[src/rtl/fetch_stage.sv]
// Instruction fetch stage: PC, synchronous-ROM issue, 2-entry output queue, branch redirect/flush.
// Optional FETCH_PERF_CNT_EN adds a saturating 16-bit flush_cnt of accepted redirects.
module fetch_stage #(
    parameter int                    DATA_WIDTH  = 32,
    parameter int                    INSTR_WIDTH = 32,
    parameter int                    IMM_LENGTH  = 12,
    parameter logic [DATA_WIDTH-1:0] RESET_PC    = '0,
    parameter int                    PC_INC      = 4
) (
    input  logic                   clk,
    input  logic                   rst_n,
    output logic                   imem_en,
    output logic [DATA_WIDTH-1:0]  imem_addr,
    input  logic [INSTR_WIDTH-1:0] imem_rdata,
    output logic [INSTR_WIDTH-1:0] instr,
    output logic [DATA_WIDTH-1:0]  instr_pc,
    output logic                   instr_valid,
    input  logic                   instr_ready,
    input  logic                   redirect,
    input  logic [IMM_LENGTH-1:0]  redirect_off
`ifdef FETCH_PERF_CNT_EN
    ,
    output logic [15:0]            flush_cnt
`endif
);

    logic [DATA_WIDTH-1:0]  pc_q, f_pc, skid_pc, target;
    logic [INSTR_WIDTH-1:0] skid_instr;
    logic [1:0]             occ, occ_d;
    logic [2:0]             level;
    logic                   inflight, pop, flush, push;
    logic                   head_ld, head_from_skid, skid_ld;

    assign pop       = instr_valid & instr_ready;
    assign flush     = pop & redirect;
    assign push      = inflight & ~flush;
    assign imem_addr = pc_q;
    assign target    = instr_pc + {{(DATA_WIDTH-IMM_LENGTH){redirect_off[IMM_LENGTH-1]}}, redirect_off};

    // Occupancy once this cycle's pop and pending return settle; issuing below 2 can never overflow.
    assign level   = {1'b0, occ} - {2'b0, pop} + {2'b0, inflight};
    assign imem_en = rst_n & ~flush & (level < 3'd2);

    always_comb begin
        occ_d          = occ;
        head_ld        = 1'b0;
        head_from_skid = 1'b0;
        skid_ld        = 1'b0;
        if (flush) begin
            occ_d = 2'd0;
        end else begin
            case (occ)
                2'd0: if (push) begin
                    occ_d   = 2'd1;
                    head_ld = 1'b1;
                end
                2'd1: begin
                    if (push && pop) begin
                        head_ld = 1'b1;
                    end else if (pop) begin
                        occ_d = 2'd0;
                    end else if (push) begin
                        skid_ld = 1'b1;
                        occ_d   = 2'd2;
                    end
                end
                default: if (pop) begin
                    head_ld        = 1'b1;
                    head_from_skid = 1'b1;
                    if (push) skid_ld = 1'b1;
                    else      occ_d   = 2'd1;
                end
            endcase
        end
    end

    always_ff @(posedge clk or negedge rst_n) begin
        if (!rst_n) begin
            pc_q        <= RESET_PC;
            f_pc        <= '0;
            inflight    <= 1'b0;
            occ         <= 2'd0;
            instr       <= '0;
            instr_pc    <= '0;
            instr_valid <= 1'b0;
            skid_instr  <= '0;
            skid_pc     <= '0;
        end else begin
            if (flush)        pc_q <= target;
            else if (imem_en) pc_q <= pc_q + DATA_WIDTH'(PC_INC);
            if (imem_en) f_pc <= pc_q;
            inflight    <= imem_en;
            occ         <= occ_d;
            instr_valid <= (occ_d != 2'd0);
            if (head_ld) begin
                instr    <= head_from_skid ? skid_instr : imem_rdata;
                instr_pc <= head_from_skid ? skid_pc    : f_pc;
            end
            if (skid_ld) begin
                skid_instr <= imem_rdata;
                skid_pc    <= f_pc;
            end
        end
    end

`ifdef FETCH_PERF_CNT_EN
    always_ff @(posedge clk or negedge rst_n) begin
        if (!rst_n)                          flush_cnt <= 16'd0;
        else if (flush && flush_cnt != 16'hFFFF) flush_cnt <= flush_cnt + 16'd1;
    end
`endif

endmodule

[config.mk]
export PLATFORM = sky130hd
export DESIGN_NAME = fetch_stage
export DESIGN_NICKNAME = d
export VERILOG_FILES = /design/src/rtl/fetch_stage.sv
export SDC_FILE = /design/constraint.sdc
export NUM_CORES = 1
export LEC_CHECK = 0
export BUFFER_PORTS_ARGS = -buffer_cell sky130_fd_sc_hd__buf_2
export CORE_MARGIN = 4
export CORE_UTILIZATION = 55
export CTS_BUF_LIST = sky130_fd_sc_hd__clkbuf_16
export DETAILED_ROUTE_END_ITERATION = 8
export PLACE_DENSITY = 0.77
export SYNTH_ARGS = -nofsm -noshare
export SYNTH_HDL_FRONTEND = slang
export SYNTH_SLANG_ARGS = --single-unit
export TNS_END_PERCENT = 100
[constraint.sdc]
create_clock -name clk -period 5.45 [get_ports clk]
set_input_delay 0 -clock clk [delete_from_list [all_inputs] [get_ports clk]]
set_output_delay 0 -clock clk [all_outputs]
set_load 0.05 [all_outputs]
After elaboration in Yosys (flattened, before gate mapping)
Cells that the tools add are included.
W data, S select, Z words.
{"block": "totals", "mem_bits_ro": 0, "inputBits": 48, "latch_bits": 0, "mem_count": 0, "reg_bits": 196, "mem_bits_rw": 0}
{"block": "classes", "mux": 24, "n_eq_ne": 1, "add_sub_neg": 4, "multipliers": 0, "div": 0, "bitwise_logic": 6, "n_reduce_logical": 5, "n_shift": 0, "magnitude_cmp": 1}
{"op": "$mux W32", "count": 4}
{"op": "$add A32 B3 Y32 const B", "count": 1}
{"op": "$add A32 B32 Y32", "count": 1}
{"op": "$mux W2", "count": 7}
{"op": "$mux W1", "count": 10}
{"op": "$and A1 B1 Y1", "count": 5}
{"op": "$pmux W1 S2", "count": 2}
{"op": "$pmux W2 S2", "count": 1}
{"op": "$reduce_bool A2 Y1", "count": 2}
{"op": "$add A3 B1 Y3", "count": 1}
{"op": "$lt A3 B2 Y1 const B", "count": 1}
{"op": "$sub A2 B1 Y3", "count": 1}
{"op": "$eq A2 B1 Y1 const B", "count": 1}
{"op": "$logic_not A2 Y1", "count": 1}
{"op": "$reduce_or A2 Y1", "count": 1}
{"op": "$logic_and A1 B1 Y1", "count": 1}
{"op": "$not A1 Y1", "count": 1}

Longest topological paths before layout
{"block": "logic_depth", "ltp_word": 10, "mapped_depth": 14}

Worst setup path after synthesis
Ideal clock, no wire load.
{"block": "synth_timing", "path_type": "register to register", "start": "register instr_valid", "end": "register f_pc[22]", "path_buffers": 2, "arrival_time_ps": 3447, "required_ps": 5325, "setup_ps": 125, "path_stages_with_launch": 11, "setup_slack_ps": 1878, "cell_sequence": "dfrtp_1 > nand2_1 > inv_1 > ha_1 > nand2b_1 > fa_1 > xnor2_1 > and4_1 > clkbuf_1 > buf_1 > mux2_2"}
{"block": "synth_via", "elab_chain_cells": 5, "elab_cells_between_ends": 8, "cone_classes": "add/sub: 2; order compare: 1; bitwise: 5"}
{"element": "from (decl)", "line": "17", "text": "output logic instr_valid,"}
{"element": "from (signal assigned)", "line": "94", "text": "instr_valid <= (occ_d != 2'd0);"}
{"element": "$and A1 B1 Y1 (*)", "line": "34", "text": "assign pop = instr_valid & instr_ready;"}
{"element": "$sub A2 B1 Y3 or $and A1 B1 Y1 (tied branches)", "line": "41, 35"}
{"element": "$add A3 B1 Y3 or $not A1 Y1 (tied branches)", "line": "41, 42"}
{"element": "$lt A3 B2 Y1 or $and A1 B1 Y1 (tied branches)", "line": "42", "text": "assign imem_en = rst_n & ~flush & (level < 3'd2);"}
{"element": "$and A1 B1 Y1 (*)", "line": "42"}
{"element": "via imem_en", "line": "12", "text": "output logic imem_en,"}
{"element": "to (signal assigned)", "line": "91", "text": "if (imem_en) f_pc <= pc_q;"}
{"element": "to (decl)", "line": "27", "text": "logic [DATA_WIDTH-1:0] pc_q, f_pc, skid_pc, target;"}
The timed path passes the listed nets; every way through them passes the cells marked *.
A chain may end at the register's enable or synchronous reset.

Worst setup path in the final report
{"block": "layout_timing", "start": "register instr_valid", "end": "output imem_en"}
{"block": "layout_via", "elab_chain_cells": 5, "elab_cells_between_ends": 8, "cone_classes": "add/sub: 2; order compare: 1; bitwise: 5"}
{"element": "$and A1 B1 Y1 (*)", "line": "34"}
{"element": "$sub A2 B1 Y3 or $and A1 B1 Y1 (tied branches)", "line": "41, 35"}
{"element": "$add A3 B1 Y3 or $not A1 Y1 (tied branches)", "line": "41, 42"}
{"element": "$lt A3 B2 Y1 or $and A1 B1 Y1 (tied branches)", "line": "42"}
{"element": "$and A1 B1 Y1 (*)", "line": "42"}
{"element": "to (decl)", "line": "12"}
Every way passes the cells marked *; elsewhere a longest branch is shown, timed or not.

==> results.md <==
- Prior to clock tree synthesis, the placed netlist has a worst setup slack of 2.04 ns.
- Of the total power, the share spent switching nets is 0.487.
- The final max-slew violation count came to 0.
- The total number of vias is 7,934.
- The number of top-level design ports is 146.
- At the worst endpoint, the arrival time is 3.42 ns.
- After clock tree synthesis, the flow added hold-fix buffers numbering 35.
- The share of the Yosys chip area taken by registers is 0.483.
- By startpoint and endpoint, the worst setup path is classified as flip-flop to output pin.
- In this run the worst path has a maximum fanout of 38.
- Of the cells placed in the final design, the portion with a size suffix greater than 1 is 0.264.
- For this run, design rule violations remaining after detail routing come to 0.
- The first global-routing pass estimated 41,600 microns of wire.
- The count of clock tree sinks is 196.
- The number of nets still failing antenna checks after routing is 0.
- The x dimension of the die is 144 microns.
- Setup violations remaining at the end of the flow were counted as 0.
- The number of global-route vias before repair is 7,901.
- The clock arrives with 0.00781 ns of skew.
- The combinational fraction of design power is 0.523.
- The cell count after synthesis came out at 942.
- The sequential share of power is 0.329.
- The number of antenna diodes is 0.
- The power per standard cell area is 700 mW/mm^2.
- The detailed-placement wirelength estimate is 17,400 microns.
- The fraction of synthesized cell area taken by the top area cell type is 0.483.
- The area of the core region is 0.0181 sq mm.
- The fmax is 293 MHz.
- The final hold violation count is 0.
- The worst hold path passes through 4 cells.
- In the routed layout, each cell is associated on average with a via count of 5.89.
- The number of optimization iterations in the first detailed-route pass is 5.
- The last weighted congestion value of the routability-driven placer is 0.983.
- The startpoint identified for the worst register-to-register timing path is instr_valid.
- Dividing the synthesized area by the synthesized cell count gives 10.8 sq um.
- The final setup TNS is 0 ns.
- The share of async-settable or async-resettable flops after synthesis is 1.00.
- The number of cells on the worst reg-to-reg path is 12.
- The number of DRC markers after the initial detailed-route iteration is 715.
- The maximum number of pins on one net before global-route repair is 82.
- Across every metal layer, demand over resource in global routing totals 0.255.
- The tree is rooted in a clkbuf_16.
- The post-CTS setup repair buffer count is 0.
- The worst hold path begins at redirect_off[1].
- Setup repair after global routing left no endpoint under its margin.
- Clock tree synthesis inserted a total of 17 buffers.
- After synthesis the netlist holds a flip-flop and latch count of 196.
- The cell leakage power is 5.83 nW.
- The slew at the pin closest to its max-slew limit is 1.13 ns.
- By area the synthesized netlist is led by dfrtp_1, mux2_2, mux2i_1.
- The number of nets handed over by synthesis was 1,025.
- The initial core utilization is 0.562.
- STA classifies the critical path endpoint as an output pin.
- The internal power of the cells totals 0.00431 W.
- The clock group share of total power is 0.147.
- Dividing the final minimum period by the clock period gives 0.627.
- In this run the deepest clock path goes through 2 buffers.
- The synthesized netlist occupies a cell area of 0.0102 sq mm.
- For the worst-skew pair, the clock arrives at the later sink with an insertion delay of 0.43 ns.
- The net count of the finished layout is 1,187.
- The peak supply drop is 0.000393 V.
- The area of placed instances is 0.0111 sq mm.
- The biggest area contributor in the post-synthesis netlist is dfrtp_1.
- The run finished with clean final reports.
- The synthesized design contains 0 enable-type register cells.
- The number of different library cells used by synthesis comes to 59.
- The count of maximum capacitance violations is 0.
- The number of antenna violations at the first check in global routing was 0.
- Clock-pin slew was measured on the worst setup and hold paths at 0.07 ns.
- The number of resized instances in the post-cts repair step is 0.
- The number of warnings reported in the yosys synthesis log is 0.
- STA classifies the critical path startpoint as a flip-flop.
- The remaining global-route overflow is 0.
- The most common cell after layout, fill and taps aside is dfrtp_1.
- In the layout the commonest cells are dfrtp_1, buf_2, a21oi_1, mux2_2, nor2_1.
- The type of the most critical hold path is input pin to flip-flop.
- The net switching power is 0.00410 W.
- The average routed wire per standard cell is 18.8 microns.
- The prevailing post-synth register cell is dfrtp_1.
- The count of buffers added on input and output ports is 145.
- The die extent in y is 144 microns.
- The required time at the worst-slack endpoint is 5.45 ns.
- The clock tree synthesis step divided the H-tree into 4 levels.
- Measured against its own limit, the worst slew margin works out to 0.250.
- The clock tree from TritonCTS is yes.
- After layout, the minimum clock period comes to 3.42 ns.
- The synthesis-to-layout area growth is 18.2%.
- The finished cells cover 0.0120 sq mm.
- The launching instance or port of the critical path is instr_valid.
- After layout, the worst setup slack is 2.03 ns.
- The die covers 0.0207 sq mm.
- The number of rows in the core area is 49.
- The routed wire length is 25,200 microns.
-- Yosys cell counts, drive strengths merged (2+ instances only) --
library cell	number
nor2	88
and3	15
or4b	2
dfrtp	196
and2	4
a211oi	4
o22ai	2
o31ai	7
clkbuf	38
nand2b	4
nor4	2
and4	10
o21ai	33
mux2	97
a21oi	105
a2111o	2
buf	7
a31oi	3
nor3	8
nand3	13
inv	14
a21o	14
xor2	22
or3	3
ha	33
o2111ai	2
fa	2
a21boi	3
mux2i	69
nand2	60
o41ai	3
xnor2	30
nand4	15
o21a	6
o211ai	4
nor4b	3
o221ai	3
or2	2
-- power groups by stage --
stage | registers (W) | clock network, W | logic [W]
after detailed placement | 0.00277 | 0 | 0.00435
after CTS | 0.00276 | 0.00125 | 0.00440
after global placement | 0.00274 | 0 | 0.00427
final | 0.00277 | 0.00124 | 0.00440
after global routing | 0.00286 | 0.00131 | 0.00476
after floorplan | 0.00385 | 0 | 0.00214
-- final timing paths --
kind	to	slack [ns]
max	imem_en	2.03
min	imem_addr[1]	0.01
max reg2reg	imem_addr[20]	2.04
min reg2reg	skid_pc[21]	0.50
max in group asynchronous	skid_pc[31]	3.23
min in group asynchronous	instr_pc[16]	0.10
-- critical path: stages (launching register included) --
cell and delay [ns]:
dfrtp_1 0.40, nand2_1 0.18, inv_1 0.11, ha_1 0.27
nand2b_1 0.15, fa_1 0.38, xnor2_1 0.17, and4_2 0.89
buf_2 0.42
-- layer usage --
metal	routed length, microns	vias up	part of all wire	global-route usage
li1	-	3754	-	-
met1	11100	3888	0.44	0.353
met2	12000	248	0.48	0.408
met3	1590	44	0.063	0.0526
met4	510	0	0.020	0.0728
met5	0	-	0	0
-- sequential cells by signal, indices dropped and copies added (netlist names) --
name and cells:
skid_instr 32, instr_valid 1, imem_addr 32, skid_pc 32, occ 2, instr 32
f_pc 32, inflight 1, instr_pc 32
-- through the flow --
| stage | cells | hold slack (ns) | power, W | util |
|---|---|---|---|---|
| 5_1_grt | 1346 | 0.0697 | 0.00894 | 0.664 |
| 6_report | 1346 | 0.0148 | 0.00841 | 0.664 |
| 2_1_floorplan | 942 | -0.296 | 0.00599 | - |
| 3_5_place_dp | 1279 | 0.0121 | 0.00713 | 0.613 |
| 4_1_cts | 1346 | 0.00663 | 0.00841 | 0.664 |
| 3_3_place_gp | 1279 | 0.00847 | 0.00702 | 0.613 |
-- area by class of cell --
cell class                 instances  area, sq um
fill                            1353         6080
multi-input combinational        687         5040
sequential                       196         4900
timing repair buffer             188         1140
clock buffer                      17          425
tap                              229          287
clock inverter                    15          146
inverter                          14         52.6
-- cell families (layout without fill, tap and decap cells) --
kind of cell,Yosys count,in the layout,synth area share
DFF,196,196,0.483
muxes,166,166,0.176
AOI/OAI and AO/OA,202,202,0.118
xor gates and xnor gates,52,52,0.0448
buffers and inverters,59,234,0.0219
adders and majority gates,35,35,0.0446
and+or+nand+nor,232,232,0.112
No activity file was read; power rests on OpenSTA's default activity.
